`src/rtl/riscv_pkg.sv`:
```
// Shared definitions for the RISC-V core: forward-select codes and their helpers.
package riscv_pkg;

  // Operand-mux selector used by the fixed two-stage core.
  typedef enum logic [1:0] {
    FWD_NONE   = 2'd0,
    FWD_EX_MEM = 2'd1,
    FWD_MEM_WB = 2'd2
  } forward_e;

  localparam int FWD_SEL_RF = 0;

  // Stage 0 (youngest) maps to code 1, stage 1 to code 2, and so on.
  function automatic int fwd_stage_code(input int stage);
    return stage + 1;
  endfunction

  // The long-latency writeback port sits just past the last pipeline stage.
  function automatic int fwd_lwb_code(input int num_fwd);
    return num_fwd + 1;
  endfunction

endpackage

```
`src/rtl/hazard_fwd_match.sv`:
```
// Per-operand forwarding priority matcher: picks the youngest producing stage,
// falls back to the long writeback port, and reports a stall when the value is not yet available.
module hazard_fwd_match
  import riscv_pkg::*;
#(
  parameter int NUM_FWD = 2,
  parameter int RIDX_W  = 5,
  parameter int FWD_W   = 2
) (
  input  logic [RIDX_W-1:0]         rs,
  input  logic [NUM_FWD-1:0]        stg_valid,
  input  logic [NUM_FWD-1:0]        stg_reg_write,
  input  logic [NUM_FWD*RIDX_W-1:0] stg_rd,
  input  logic [NUM_FWD-1:0]        stg_data_rdy,
  input  logic                      lwb_valid,
  input  logic [RIDX_W-1:0]         lwb_rd,
  input  logic                      rs_busy,
  output logic [FWD_W-1:0]          sel,
  output logic                      stall
);

  logic             hit;
  logic             hit_rdy;
  logic [FWD_W-1:0] hit_sel;

  always_comb begin
    hit     = 1'b0;
    hit_rdy = 1'b1;
    hit_sel = FWD_W'(FWD_SEL_RF);
    // Scan oldest to youngest so the youngest candidate overwrites older ones.
    for (int i = NUM_FWD - 1; i >= 0; i--) begin
      if (stg_valid[i] && stg_reg_write[i] && (stg_rd[i*RIDX_W +: RIDX_W] == rs)) begin
        hit     = 1'b1;
        hit_rdy = stg_data_rdy[i];
        hit_sel = FWD_W'(fwd_stage_code(i));
      end
    end

    sel   = FWD_W'(FWD_SEL_RF);
    stall = 1'b0;
    if (rs != '0) begin
      if (hit) begin
        // A pending load in the youngest producer blocks older stages from supplying stale data.
        sel   = hit_sel;
        stall = !hit_rdy;
      end else if (lwb_valid && (lwb_rd == rs)) begin
        sel = FWD_W'(fwd_lwb_code(NUM_FWD));
      end else begin
        stall = rs_busy;
      end
    end
  end

endmodule

```
`src/rtl/hazard_scoreboard.sv`:
```
// Issue-stage hazard unit: operand forwarding selects, busy scoreboard for long ops, RAW/WAW stalls.
// Optional HAZARD_STATS_EN adds saturating stall_cycles / waw_stalls counters.
module hazard_scoreboard
  import riscv_pkg::*;
#(
  parameter int NUM_REGS = 32,
  parameter int NUM_SRC  = 2,
  parameter int NUM_FWD  = 2,
  parameter int RIDX_W   = $clog2(NUM_REGS),
  parameter int FWD_W    = $clog2(NUM_FWD + 2)
) (
  input  logic                      clk,
  input  logic                      rst,
  input  logic                      issue_valid,
  input  logic [NUM_SRC*RIDX_W-1:0] issue_rs,
  input  logic [RIDX_W-1:0]         issue_rd,
  input  logic                      issue_reg_write,
  input  logic                      issue_long,
  input  logic                      issue_flush,
  output logic                      issue_stall,
  input  logic [NUM_FWD-1:0]        stg_valid,
  input  logic [NUM_FWD-1:0]        stg_reg_write,
  input  logic [NUM_FWD*RIDX_W-1:0] stg_rd,
  input  logic [NUM_FWD-1:0]        stg_data_rdy,
  input  logic                      lwb_valid,
  input  logic [RIDX_W-1:0]         lwb_rd,
  output logic [NUM_SRC*FWD_W-1:0]  fwd_sel,
  output logic [NUM_REGS-1:0]       sb_busy,
`ifdef HAZARD_STATS_EN
  output logic [31:0]               stall_cycles,
  output logic [15:0]               waw_stalls,
`endif
  output logic                      sb_empty
);

  logic [NUM_SRC-1:0]  op_stall;
  logic                op_stall_any;
  logic                waw_stall;
  logic                accept;
  logic [NUM_REGS-1:0] busy_next;

  for (genvar s = 0; s < NUM_SRC; s++) begin : g_src
    logic [RIDX_W-1:0] rs;
    assign rs = issue_rs[s*RIDX_W +: RIDX_W];

    hazard_fwd_match #(
      .NUM_FWD (NUM_FWD),
      .RIDX_W  (RIDX_W),
      .FWD_W   (FWD_W)
    ) u_match (
      .rs            (rs),
      .stg_valid     (stg_valid),
      .stg_reg_write (stg_reg_write),
      .stg_rd        (stg_rd),
      .stg_data_rdy  (stg_data_rdy),
      .lwb_valid     (lwb_valid),
      .lwb_rd        (lwb_rd),
      .rs_busy       (sb_busy[rs]),
      .sel           (fwd_sel[s*FWD_W +: FWD_W]),
      .stall         (op_stall[s])
    );
  end

  // A writeback landing on rd this cycle retires the older writer, so the new one may proceed.
  assign waw_stall = issue_reg_write && (issue_rd != '0) && sb_busy[issue_rd] &&
                     !(lwb_valid && (lwb_rd == issue_rd));

  assign op_stall_any = |op_stall;

  // Handshake: an instruction is taken when issue_valid=1 and issue_stall=0 on a clock edge,
  // unless issue_flush kills it; issue_stall is never raised without issue_valid.
  assign issue_stall = issue_valid && (op_stall_any || waw_stall);
  assign accept      = issue_valid && !issue_stall && !issue_flush;

  always_comb begin
    busy_next = sb_busy;
    if (lwb_valid) busy_next[lwb_rd] = 1'b0;
    // Applied after the clear so a same-register set wins.
    if (accept && issue_long && issue_reg_write && (issue_rd != '0)) busy_next[issue_rd] = 1'b1;
    busy_next[0] = 1'b0;
  end

  always_ff @(posedge clk) begin
    if (rst) begin
      sb_busy  <= '0;
      sb_empty <= 1'b1;
    end else begin
      sb_busy  <= busy_next;
      sb_empty <= (busy_next == '0);
    end
  end

`ifdef HAZARD_STATS_EN
  always_ff @(posedge clk) begin
    if (rst) begin
      stall_cycles <= '0;
      waw_stalls   <= '0;
    end else begin
      if (issue_stall && (stall_cycles != '1)) stall_cycles <= stall_cycles + 32'd1;
      if (issue_valid && waw_stall && !op_stall_any && (waw_stalls != '1))
        waw_stalls <= waw_stalls + 16'd1;
    end
  end
`endif

endmodule

```
`config.mk`:
```
export PLATFORM = sky130hd
export DESIGN_NAME = hazard_scoreboard
export DESIGN_NICKNAME = d
export VERILOG_FILES = /design/src/rtl/riscv_pkg.sv /design/src/rtl/hazard_fwd_match.sv /design/src/rtl/hazard_scoreboard.sv
export SDC_FILE = /design/constraint.sdc
export NUM_CORES = 1
export LEC_CHECK = 0
export CORE_ASPECT_RATIO = 0.5
export CORE_UTILIZATION = 50
export CTS_CLUSTER_SIZE = 25
export DETAILED_ROUTE_END_ITERATION = 10
export PLACE_DENSITY_LB_ADDON = 0.1
export SLEW_MARGIN = 20
export SYNTH_ARGS = -nofsm -noshare
export SYNTH_HDL_FRONTEND = slang
export SYNTH_SLANG_ARGS = --single-unit
```
`constraint.sdc`:
```
create_clock -name clk -period 4.2 [get_ports clk]
set_clock_uncertainty 0.05 [all_clocks]
set_input_delay 0.42 -clock clk [delete_from_list [all_inputs] [get_ports clk]]
set_output_delay 0.42 -clock clk [all_outputs]
set_load 0.03 [all_outputs]
```
==> flow_metrics.tcl, run 1 <==
set metrics [dict create \
    status "finished, violations left" \
    violations "design-rule violations" \
    power_frac_seq_pct 34.3 \
    cp_max_fo 20 \
    crit_required_ps 3730 \
    synth_area_um2 3030 \
    synth_async_sr_flop_share_pct 0 \
    first_iter_violations 542 \
    power_density_nw_per_um2 221 \
    combPwrFrac_pct 24.0 \
    antenna_found_initial 0 \
    wire_per_inst_um 21.7 \
    slew_headroom_pct 42.3 \
    synth.area.top_cells "dfxtp_1, mux2i_1, xor2_1" \
    h-tree-depth 2 \
    final-hold-violation-count 0 \
    cts_resized 0 \
    std_cell_rows 19 \
    cp.arrival_ps 3540 \
    synth_cell_types 52 \
    cts_made_buffers 5 \
    hp-class "reg -> reg" \
    grt_pass1_wl_um 17500 \
    maxSlewViolCount 0 \
    rsz0062_at_grt "no" \
    track_usage_pct 36.0 \
    syn_area_per_cell_um2 8.02 \
    timing_worst_slew_pin_value_ps 863 \
    fp.dieH_um 57.0 \
    drt-total-wl_um 11300 \
    die_area_um2 6380 \
    clk_pin_slew_ps 50 \
    first_pass_iters 10 \
    swShare_pct 28.8 \
    tritoncts "built" \
    drc 7 \
    ctsHoldBuffers 0 \
    ys_seq_area_share_pct 21.2 \
    diodes 0 \
    grt-ovfl-total 0 \
    nets 490 \
    peakVddDrop_mv 0.228 \
    fmax_mhz 250 \
    drive_gt1_share_pct 11.4 \
    cts_max_path_buffers 2 \
    io_buffers 79 \
    worstSkewPairLatency_ps 280 \
    synth_common_cells "nand2_1, a21oi_1, dfxtp_1, o21ai_0, mux2i_1" \
    grt_pass1_vias 3203 \
    synth.top_cell.area_share_pct 21.2 \
    synth_top_area_cell "dfxtp_1" \
    synth_cells 377 \
    setup_tns_ps 0 \
    syn-num-nets 420 \
    cts_sinks 32 \
    chipWidth_um 112 \
    gp_congestion 0.932 \
    holdWs_ps 542 \
    p_leak_nw 1.45 \
    synthFlopType "dfxtp_1" \
    endpoint_kind "output pin" \
    period_minus_slack_ps 4010 \
    syn2layout_area_growth_pct 32.8 \
    ant_nets 0 \
    vias 3487 \
    internal_power_mw 0.632 \
    clkPwrFrac_pct 41.7 \
    ios 81 \
    cts_setup_buffers 0 \
    grt_max_degree 33 \
    synth_edf_count 0 \
    synth-seq-cells 32 \
    p_sw_mw 0.256 \
    yosysWarnings 0 \
    yosysMostFrequentCell "nand2_1" \
    viasPerCell 6.69 \
    cap_violations 0 \
    critical_path_class "in -> out" \
    finalSetupViolations 0 \
    cp-start-kind "input pin" \
    hpwl_um 8470 \
    initial_core_util_pct 53.5 \
    core_um2 5660 \
    clock-root-buffer "clkbuf_16" \
    timing.final.crit_share_pct 95.4 \
]
## worst paths after layout
check,to,startpoint,depth (start not counted),slack (ps)
setup reg to reg,sb_empty$_SDFF_PP1_,sb_busy[6]$_SDFF_PP0_,9,980
hold / removal,sb_busy[24]$_SDFF_PP0_,sb_busy[24]$_SDFF_PP0_,2,540
hold reg to reg,sb_busy[24]$_SDFF_PP0_,sb_busy[24]$_SDFF_PP0_,2,540
setup / recovery,issue_stall,issue_rs[0],10,190
## cells by family (layout without fill, tap and decap cells)
group                     Yosys count  after routing  share of synthesized area (%)
xor gates and xnor gates           35             35                           10.1
AOI/OAI and AO/OA                 100            100                           19.4
muxes                              38             38                           17.8
and+or+nand+nor                   136            136                           26.0
other                               1              1                          0.124
DFF                                32             32                           21.2
buffers and inverters              35            106                           5.38
## through the flow
stage | worst slack, ps | util (%) | instances | total power, mW | area, µm²
after floorplan | 1130 | - | 377 | 0.441 | 3030
after global placement | 288 | 68.5 | 513 | 0.516 | 3870
after detailed placement | 174 | 68.5 | 513 | 0.520 | 3870
after CTS | 267 | 71.1 | 521 | 0.882 | 4020
after global routing | 65.9 | 71.0 | 521 | 0.913 | 4020
final | 192 | 71.0 | 521 | 0.889 | 4020
## registers in the layout (all words and copies together) (netlist names)
signal    flops
sb_busy      31
sb_empty      1
## power by group through the flow
| stage | logic, mW | registers (mW) | clock network (mW) |
|---|---|---|---|
| finish | 0.213 | 0.305 | 0.370 |
| floorplan | 0.128 | 0.312 | 0 |
| detailed placement | 0.209 | 0.311 | 0 |
| CTS | 0.210 | 0.305 | 0.366 |
| global route | 0.226 | 0.305 | 0.382 |
| global placement | 0.204 | 0.311 | 0 |
## layer usage
layer,GRT usage [%],vias to the layer above,wire length [µm]
li1,-,1549,-
met1,50.0,1654,4690
met2,55.2,252,4790
met3,9.14,30,1560
met4,10.5,2,228
met5,5.93,-,50
## placed cells by master, fill, tap and decap left out, drive strengths merged, types with 2 or more instances in the layout
master         instances
mux2i                 23
clkbuf                 6
or3b                   5
nor3b                  4
buf                   18
nand2                 42
nor2b                  5
o22ai                  7
o21ai                 32
dfxtp                 32
nor2                  13
or2                    3
or4                    2
o2bb2ai                3
nor4                  12
mux4                  11
and3                   3
mux2                   4
xnor2                 13
clkdlybuf4s50         77
a22oi                  2
nor3                   9
nand3                  8
nand4                  9
nand2b                 4
a21oi                 38
o31ai                  2
or3                    6
clkinv                 2
a31oi                  2
a221oi                 5
inv                    3
and3b                  3
xor2                  22
nand3b                 6
o21a                   3
## critical path, cell delays in order
cell             delay (ps)
clkdlybuf4s50_1         450
buf_4                   300
xor2_1                  130
nor4_1                  320
nand3_1                 220
or4b_2                  660
nand4_1                 150
or3_1                   520
and2_1                  210
buf_4                   150
## area by class of cell
type	count	area [µm²]
Sequential cell	32	641
Tap cell	73	91.3
Clock buffer	6	139
Timing Repair Buffer	95	903
Multi-Input combinational cell	310	2220
Inverter	3	11.3
Fill cell	462	1640
Clock inverter	2	10.0
No activity file was read; power rests on OpenSTA's default activity.
==> run 2: changes to the inputs <==
--- a/config.mk
+++ b/config.mk
@@ -5,11 +5,13 @@
 export SDC_FILE = /design/constraint.sdc
 export NUM_CORES = 1
 export LEC_CHECK = 0
+export ABC_AREA = 1
 export CORE_ASPECT_RATIO = 0.5
-export CORE_UTILIZATION = 50
+export CORE_UTILIZATION = 51
 export CTS_CLUSTER_SIZE = 25
 export DETAILED_ROUTE_END_ITERATION = 10
 export PLACE_DENSITY_LB_ADDON = 0.1
+export SKIP_LAST_GASP = 1
 export SLEW_MARGIN = 20
 export SYNTH_ARGS = -nofsm -noshare
 export SYNTH_HDL_FRONTEND = slang
==> constraint.sdc (replaced) <==
create_clock -name clk -period 4.2 [get_ports clk]
set_clock_uncertainty 0.05 [all_clocks]
set_input_delay 0.84 -clock clk [delete_from_list [all_inputs] [get_ports clk]]
set_output_delay 0.84 -clock clk [all_outputs]
set_load 0.03 [all_outputs]
==> flow_metrics.tcl, run 2 <==
set metrics [dict create \
    status "finished clean" \
    cp_max_fo 14 \
    grt_max_degree 32 \
    fmax_mhz 247 \
    io_buffers 79 \
    syn-num-nets 656 \
    crit_end "issue_stall" \
    synth_top_family_by_area "simple AND/OR/NAND/NOR gates" \
    timing.final.crit_share_pct 96.4 \
    drive_gt1_share_pct 7.71 \
    first_iter_violations 760 \
    power_density_nw_per_um2 221 \
    crit_slowest_cell "clkdlybuf4s50_1" \
    combPwrFrac_pct 24.9 \
    timing_worst_slew_pin_value_ps 655 \
    ant_nets 0 \
    h-tree-depth 2 \
    nets 742 \
    r2r_start "sb_busy[10]$_SDFF_PP0_" \
    ff2ff_setup_slack_ps 1640 \
    synth_common_cells "nand2_1, nor2_1, inv_1" \
    cts_made_buffers 5 \
    period_minus_slack_ps 4050 \
    cp.arrival_ps 3160 \
    finalSetupViolations 0 \
    synth_edf_count 0 \
    tritoncts "built" \
    grt_pass1_wl_um 20700 \
    clkPwrFrac_pct 43.2 \
    ys_seq_area_share_pct 19.8 \
    clk_pin_slew_ps 50 \
    synth_cells 613 \
    slew_headroom_pct 56.2 \
    endpoint_kind "output pin" \
    largest_register_ffs 31 \
    worstSetupPathDepth 13 \
    cts_resized 0 \
    std_cell_rows 20 \
    setup_tns_ps 0 \
    synth.top_cell.area_share_pct 20.4 \
    crit_start "issue_rs[6]" \
    syn2layout_area_growth_pct 33.8 \
    yosysWarnings 0 \
    hold_path_depth 4 \
    diodes 0 \
    p_leak_nw 1.94 \
    p_sw_mw 0.282 \
    hpwl_um 10400 \
    layout_commonest_cell "nand2_1" \
    synthSimpleGateAreaFrac_pct 51.8 \
    max_stage_delay_ps 890 \
    worstSkewPairLatency_ps 280 \
    peakVddDrop_mv 0.292 \
    drt-total-wl_um 13700 \
    fillers 550 \
    final-hold-violation-count 0 \
    dp_slack_ps 256 \
    setup_slack_ps 153 \
    viasPerCell 5.84 \
    synthFlopType "dfxtp_1" \
    power.total_mw 0.956 \
    antenna_found_initial 0 \
    synth_fa_ha_area_share_pct 0 \
    synth_mux_area_share_pct 0 \
    synth-seq-cells 32 \
    cts_sinks 32 \
    rr_worst_depth 19 \
    maxSlewViolCount 0 \
    synth.area.top_cells "nand2_1, dfxtp_1, nor2_1" \
    synth_compound_area_share_pct 14.6 \
    clock-root-buffer "clkbuf_16" \
    layout_common_cells "nand2_1, nor2_1, clkdlybuf4s50_1" \
    ios 81 \
    initial_core_util_pct 53.2 \
    internal_power_mw 0.675 \
    rsz0062_at_grt "no" \
    chipWidth_um 115 \
    track_usage_pct 41.0 \
    fp.dieH_um 58.3 \
    cts_max_path_buffers 2 \
    top_register "sb_busy" \
    seq_area_um2 641 \
    syn_area_per_cell_um2 5.27 \
    wire_per_inst_um 17.3 \
    synth_async_sr_flop_share_pct 0 \
    ctsHoldBuffers 0 \
    yosysMostFrequentCell "nand2_1" \
    power_frac_seq_pct 31.9 \
    synth_top_area_cell "nand2_1" \
    hp-class "reg -> reg" \
    gp_congestion 1.01 \
    multi_input_area_um2 2210 \
    path_buf_inv 4 \
    top_regs "sb_busy x31, sb_empty x1" \
    critical_path_class "in -> out" \
    cts_setup_buffers 0 \
    first_pass_iters 6 \
    grt_pass1_vias 4142 \
    crit_required_ps 3310 \
    dpl-instance-area_um2 4170 \
    drc 0 \
    vias 4600 \
    grt-ovfl-total 0 \
    cp-start-kind "input pin" \
    core_um2 6080 \
    cp_top_family "buffers and inverters" \
    cpMostUsedCell "nand2_1" \
    synth_area_um2 3230 \
    synth_xor_area_share_pct 1.90 \
    swShare_pct 29.5 \
    path_cells "clkdlybuf4s50_1, inv_1, nand2_1, nand3_1, a21oi_1, nor2_1, nand2_1, nand2_1, nand2_1, nand3_1, nand2_1, inv_1, buf_4" \
    fin_area_um2 4330 \
    die_area_um2 6680 \
    worstReg2RegEnd "sb_empty$_SDFF_PP1_" \
    synth_cell_types 30 \
    cap_violations 0 \
]
-- run 2: metal layers --
| layer | wire length [µm] | vias up | track usage (%) |
|---|---|---|---|
| li1 | - | 2146 | - |
| met1 | 5580 | 2039 | 55.4 |
| met4 | 374 | 0 | 15.6 |
| met3 | 2320 | 55 | 17.8 |
| met5 | 0 | - | 0 |
| met2 | 5390 | 360 | 57.6 |
-- run 2: through the flow --
step	utilization (%)	cells	hold slack [ps]
after floorplan	-	613	701
after global placement	68.5	780	653
after detailed placement	68.5	780	654
after CTS	71.2	788	667
after global routing	71.2	788	732
final	71.2	788	681
-- run 2: area by class of cell --
type / instances / area share, %
Multi-Input combinational cell: 494 / 51.2
Timing Repair Buffer: 102 / 22.2
Sequential cell: 32 / 14.8
Inverter: 64 / 5.55
Clock buffer: 6 / 2.98
Tap cell: 88 / 2.54
Clock inverter: 2 / 0.810
-- run 2: worst min path at each step --
stage                           start                endpoint  slack, ps
2_1_floorplan   sb_busy[5]$_SDFF_PP0_   sb_busy[5]$_SDFF_PP0_        700
3_3_place_gp    sb_busy[5]$_SDFF_PP0_   sb_busy[5]$_SDFF_PP0_        650
3_5_place_dp   sb_busy[17]$_SDFF_PP0_  sb_busy[17]$_SDFF_PP0_        650
4_1_cts        sb_busy[17]$_SDFF_PP0_  sb_busy[17]$_SDFF_PP0_        670
5_1_grt        sb_busy[29]$_SDFF_PP0_  sb_busy[29]$_SDFF_PP0_        730
6_report       sb_busy[17]$_SDFF_PP0_  sb_busy[17]$_SDFF_PP0_        680
-- run 2: kinds of logic (layout without fill, tap and decap cells) --
logic type,Yosys count,count (layout)
buffers and inverters,87,174
other,1,1
flip-flops,32,32
AND/OR/NAND/NOR,397,397
XOR/XNOR,7,7
AO/OA/AOI/OAI,89,89
-- run 2: power by group through the flow --
stage / sequential [mW] / combinational [mW] / clock [mW]
finish: 0.305 / 0.238 / 0.413
global route: 0.305 / 0.256 / 0.424
CTS: 0.305 / 0.231 / 0.410
detailed placement: 0.311 / 0.230 / 0
global placement: 0.311 / 0.228 / 0
floorplan: 0.312 / 0.128 / 0
-- run 2: worst register-to-register path, delay by kind of cell (launching register included) --
kind	cells	cell delay [ps]
AND/OR/NAND/NOR	16	1420
buffers and inverters	2	450
flip-flops	1	330
AO/OA/AOI/OAI	1	210
==> run 3: changes to the inputs <==
--- a/config.mk
+++ b/config.mk
@@ -5,9 +5,8 @@
 export SDC_FILE = /design/constraint.sdc
 export NUM_CORES = 1
 export LEC_CHECK = 0
-export ABC_AREA = 1
 export CORE_ASPECT_RATIO = 0.5
-export CORE_UTILIZATION = 51
+export CORE_UTILIZATION = 50
 export CTS_CLUSTER_SIZE = 25
 export DETAILED_ROUTE_END_ITERATION = 10
 export PLACE_DENSITY_LB_ADDON = 0.1
==> flow_metrics.tcl, run 3 (synthesis gave the netlist of run 1 again) <==
set metrics [dict create \
    fillers 445 \
    holdWs_ps 544 \
    cts_sinks 32 \
    grt_pass1_wl_um 17700 \
    worstSkewPairLatency_ps 280 \
    chipWidth_um 112 \
    io_buffers 79 \
    crit_required_ps 3310 \
    antenna_found_initial 0 \
    top_layer "met4" \
    viasPerCell 6.60 \
    drive_gt1_share_pct 17.7 \
    core_um2 5660 \
    tritoncts "built" \
    gp_congestion 0.941 \
    wl_met1_um 4780 \
    ctsHoldBuffers 0 \
    nets 517 \
    violations "design-rule violations" \
    initial_core_util_pct 53.5 \
    endpoint_kind "output pin" \
    grt-ovfl-total 0 \
    layout_common_cells "clkdlybuf4s50_1, buf_4, nand2_1" \
    max_stage_delay_ps 520 \
    layout_commonest_cell "clkdlybuf4s50_1" \
    drc 8 \
    holdCritStartpoint "sb_busy[26]$_SDFF_PP0_" \
    first_pass_iters 8 \
    crit_slowest_cell "clkdlybuf4s50_1" \
    wl_met3_um 1420 \
    syn2layout_area_growth_pct 41.1 \
    fmax_mhz 241 \
    path_cells "clkdlybuf4s50_1, or2_2, nor4_1, or4b_2, nand4_1, or3_4, and2_1, buf_4" \
    grt_max_degree 33 \
    hp-class "reg -> reg" \
    critical_path_class "in -> out" \
    wire_per_inst_um 20.9 \
    grt_pass1_vias 3382 \
    period_minus_slack_ps 4150 \
    wl_met2_um 4980 \
    hold_path_depth 2 \
    first_iter_violations 361 \
    top_regs "sb_busy x31, sb_empty x1" \
    maxSlewViolCount 0 \
    power_density_nw_per_um2 223 \
    setup_tns_ps 0 \
    drt-total-wl_um 11400 \
    dp.cells 540 \
    fp.dieH_um 57.0 \
    slew_headroom_pct 60.9 \
    min_to "sb_busy[26]$_SDFF_PP0_" \
    timing.final.crit_share_pct 98.8 \
    cp_max_fo 4 \
    setup_slack_ps 50.7 \
    final-hold-violation-count 0 \
    ff2ff_setup_slack_ps 1110 \
    p_leak_nw 1.63 \
    status "finished, violations left" \
    die_area_um2 6380 \
    cp.arrival_ps 3260 \
    cts_max_path_buffers 2 \
    timing_worst_slew_pin_value_ps 586 \
    cts_made_buffers 5 \
    top_register "sb_busy" \
    track_usage_pct 36.4 \
    h-tree-depth 2 \
    hpwl_um 8740 \
    dp_slack_ps -117 \
    worstReg2RegEnd "sb_empty$_SDFF_PP1_" \
    vias 3615 \
    finalNonFillerCells 548 \
    ant_nets 0 \
    clk_pin_slew_ps 50 \
    std_cell_rows 19 \
    finalSetupViolations 0 \
    rr_worst_depth 10 \
    r2r_start "sb_busy[4]$_SDFF_PP0_" \
    ios 81 \
    diodes 0 \
    largest_register_ffs 31 \
    cap_violations 0 \
    clock-root-buffer "clkbuf_16" \
    cp-start-kind "input pin" \
    peakVddDrop_mv 0.219 \
]
[run 3: changes by cell type in the layout (fill, tap and decap cells not counted), sizes merged, moves of 11 or more]
cell	before	now
nor3	24	9
nand2	176	42
buf	29	48
nor4	0	12
mux4	0	11
nand3	55	8
mux2i	0	23
xor2	3	22
nor2	132	13
inv	64	3
[run 3: repair_timing]
item                                    4_1_cts  5_1_grt
endpoints found under the setup margin        1        1
pin swaps                                     0        2
cloned                                        0        0
setup buffers                                 0        0
resized for setup                             2        6
[run 3: cell type report]
| class | instances | area, µm² | share of cell area [%] |
|---|---|---|---|
| Clock inverter | 2 | 35.0 | 0.821 |
| Inverter | 3 | 11.3 | 0.264 |
| Tap cell | 73 | 91.3 | 2.14 |
| Timing Repair Buffer | 122 | 1120 | 26.2 |
| Sequential cell | 32 | 641 | 15.0 |
| Multi-Input combinational cell | 310 | 2240 | 52.6 |
| Clock buffer | 6 | 129 | 3.02 |
[run 3: worst max-delay path: cells and delay by family]
kind / cells / cell delay (ps)
buf+inv: 2 / 680
simple gates: 6 / 1740
[run 3: stage by stage]
stage                     util, %  instance area (µm²)  power (mW)
final                        75.5                 4270       0.952
after global placement       72.1                 4080       0.535
after CTS                    75.1                 4250       0.945
after global routing         75.5                 4270       0.981
after detailed placement     72.1                 4080       0.540
after floorplan                 -                 3030       0.441
[run 3: worst max path at each step]
stage | startpoint | to | slack (ps)
floorplan | issue_rs[6] | issue_stall | 480
global placement | issue_rs[5] | issue_stall | -100
detailed placement | issue_rs[5] | issue_stall | -120
CTS | issue_rs[0] | issue_stall | 40
global route | issue_rs[1] | issue_stall | -20
finish | issue_rs[1] | issue_stall | 50
[run 3: layer usage]
layer / GRT usage (%) / vias to the layer above
li1: - / 1595
met1: 49.2 / 1731
met2: 57.7 / 261
met3: 8.50 / 28
met4: 13.5 / 0
met5: 0 / -
[run 3: power by group]
part | switching [mW] | leakage, nW | internal, mW
sequential | 0.000668 | 0.258 | 0.304
combinational | 0.126 | 1.29 | 0.112
clock | 0.131 | 0.0808 | 0.279
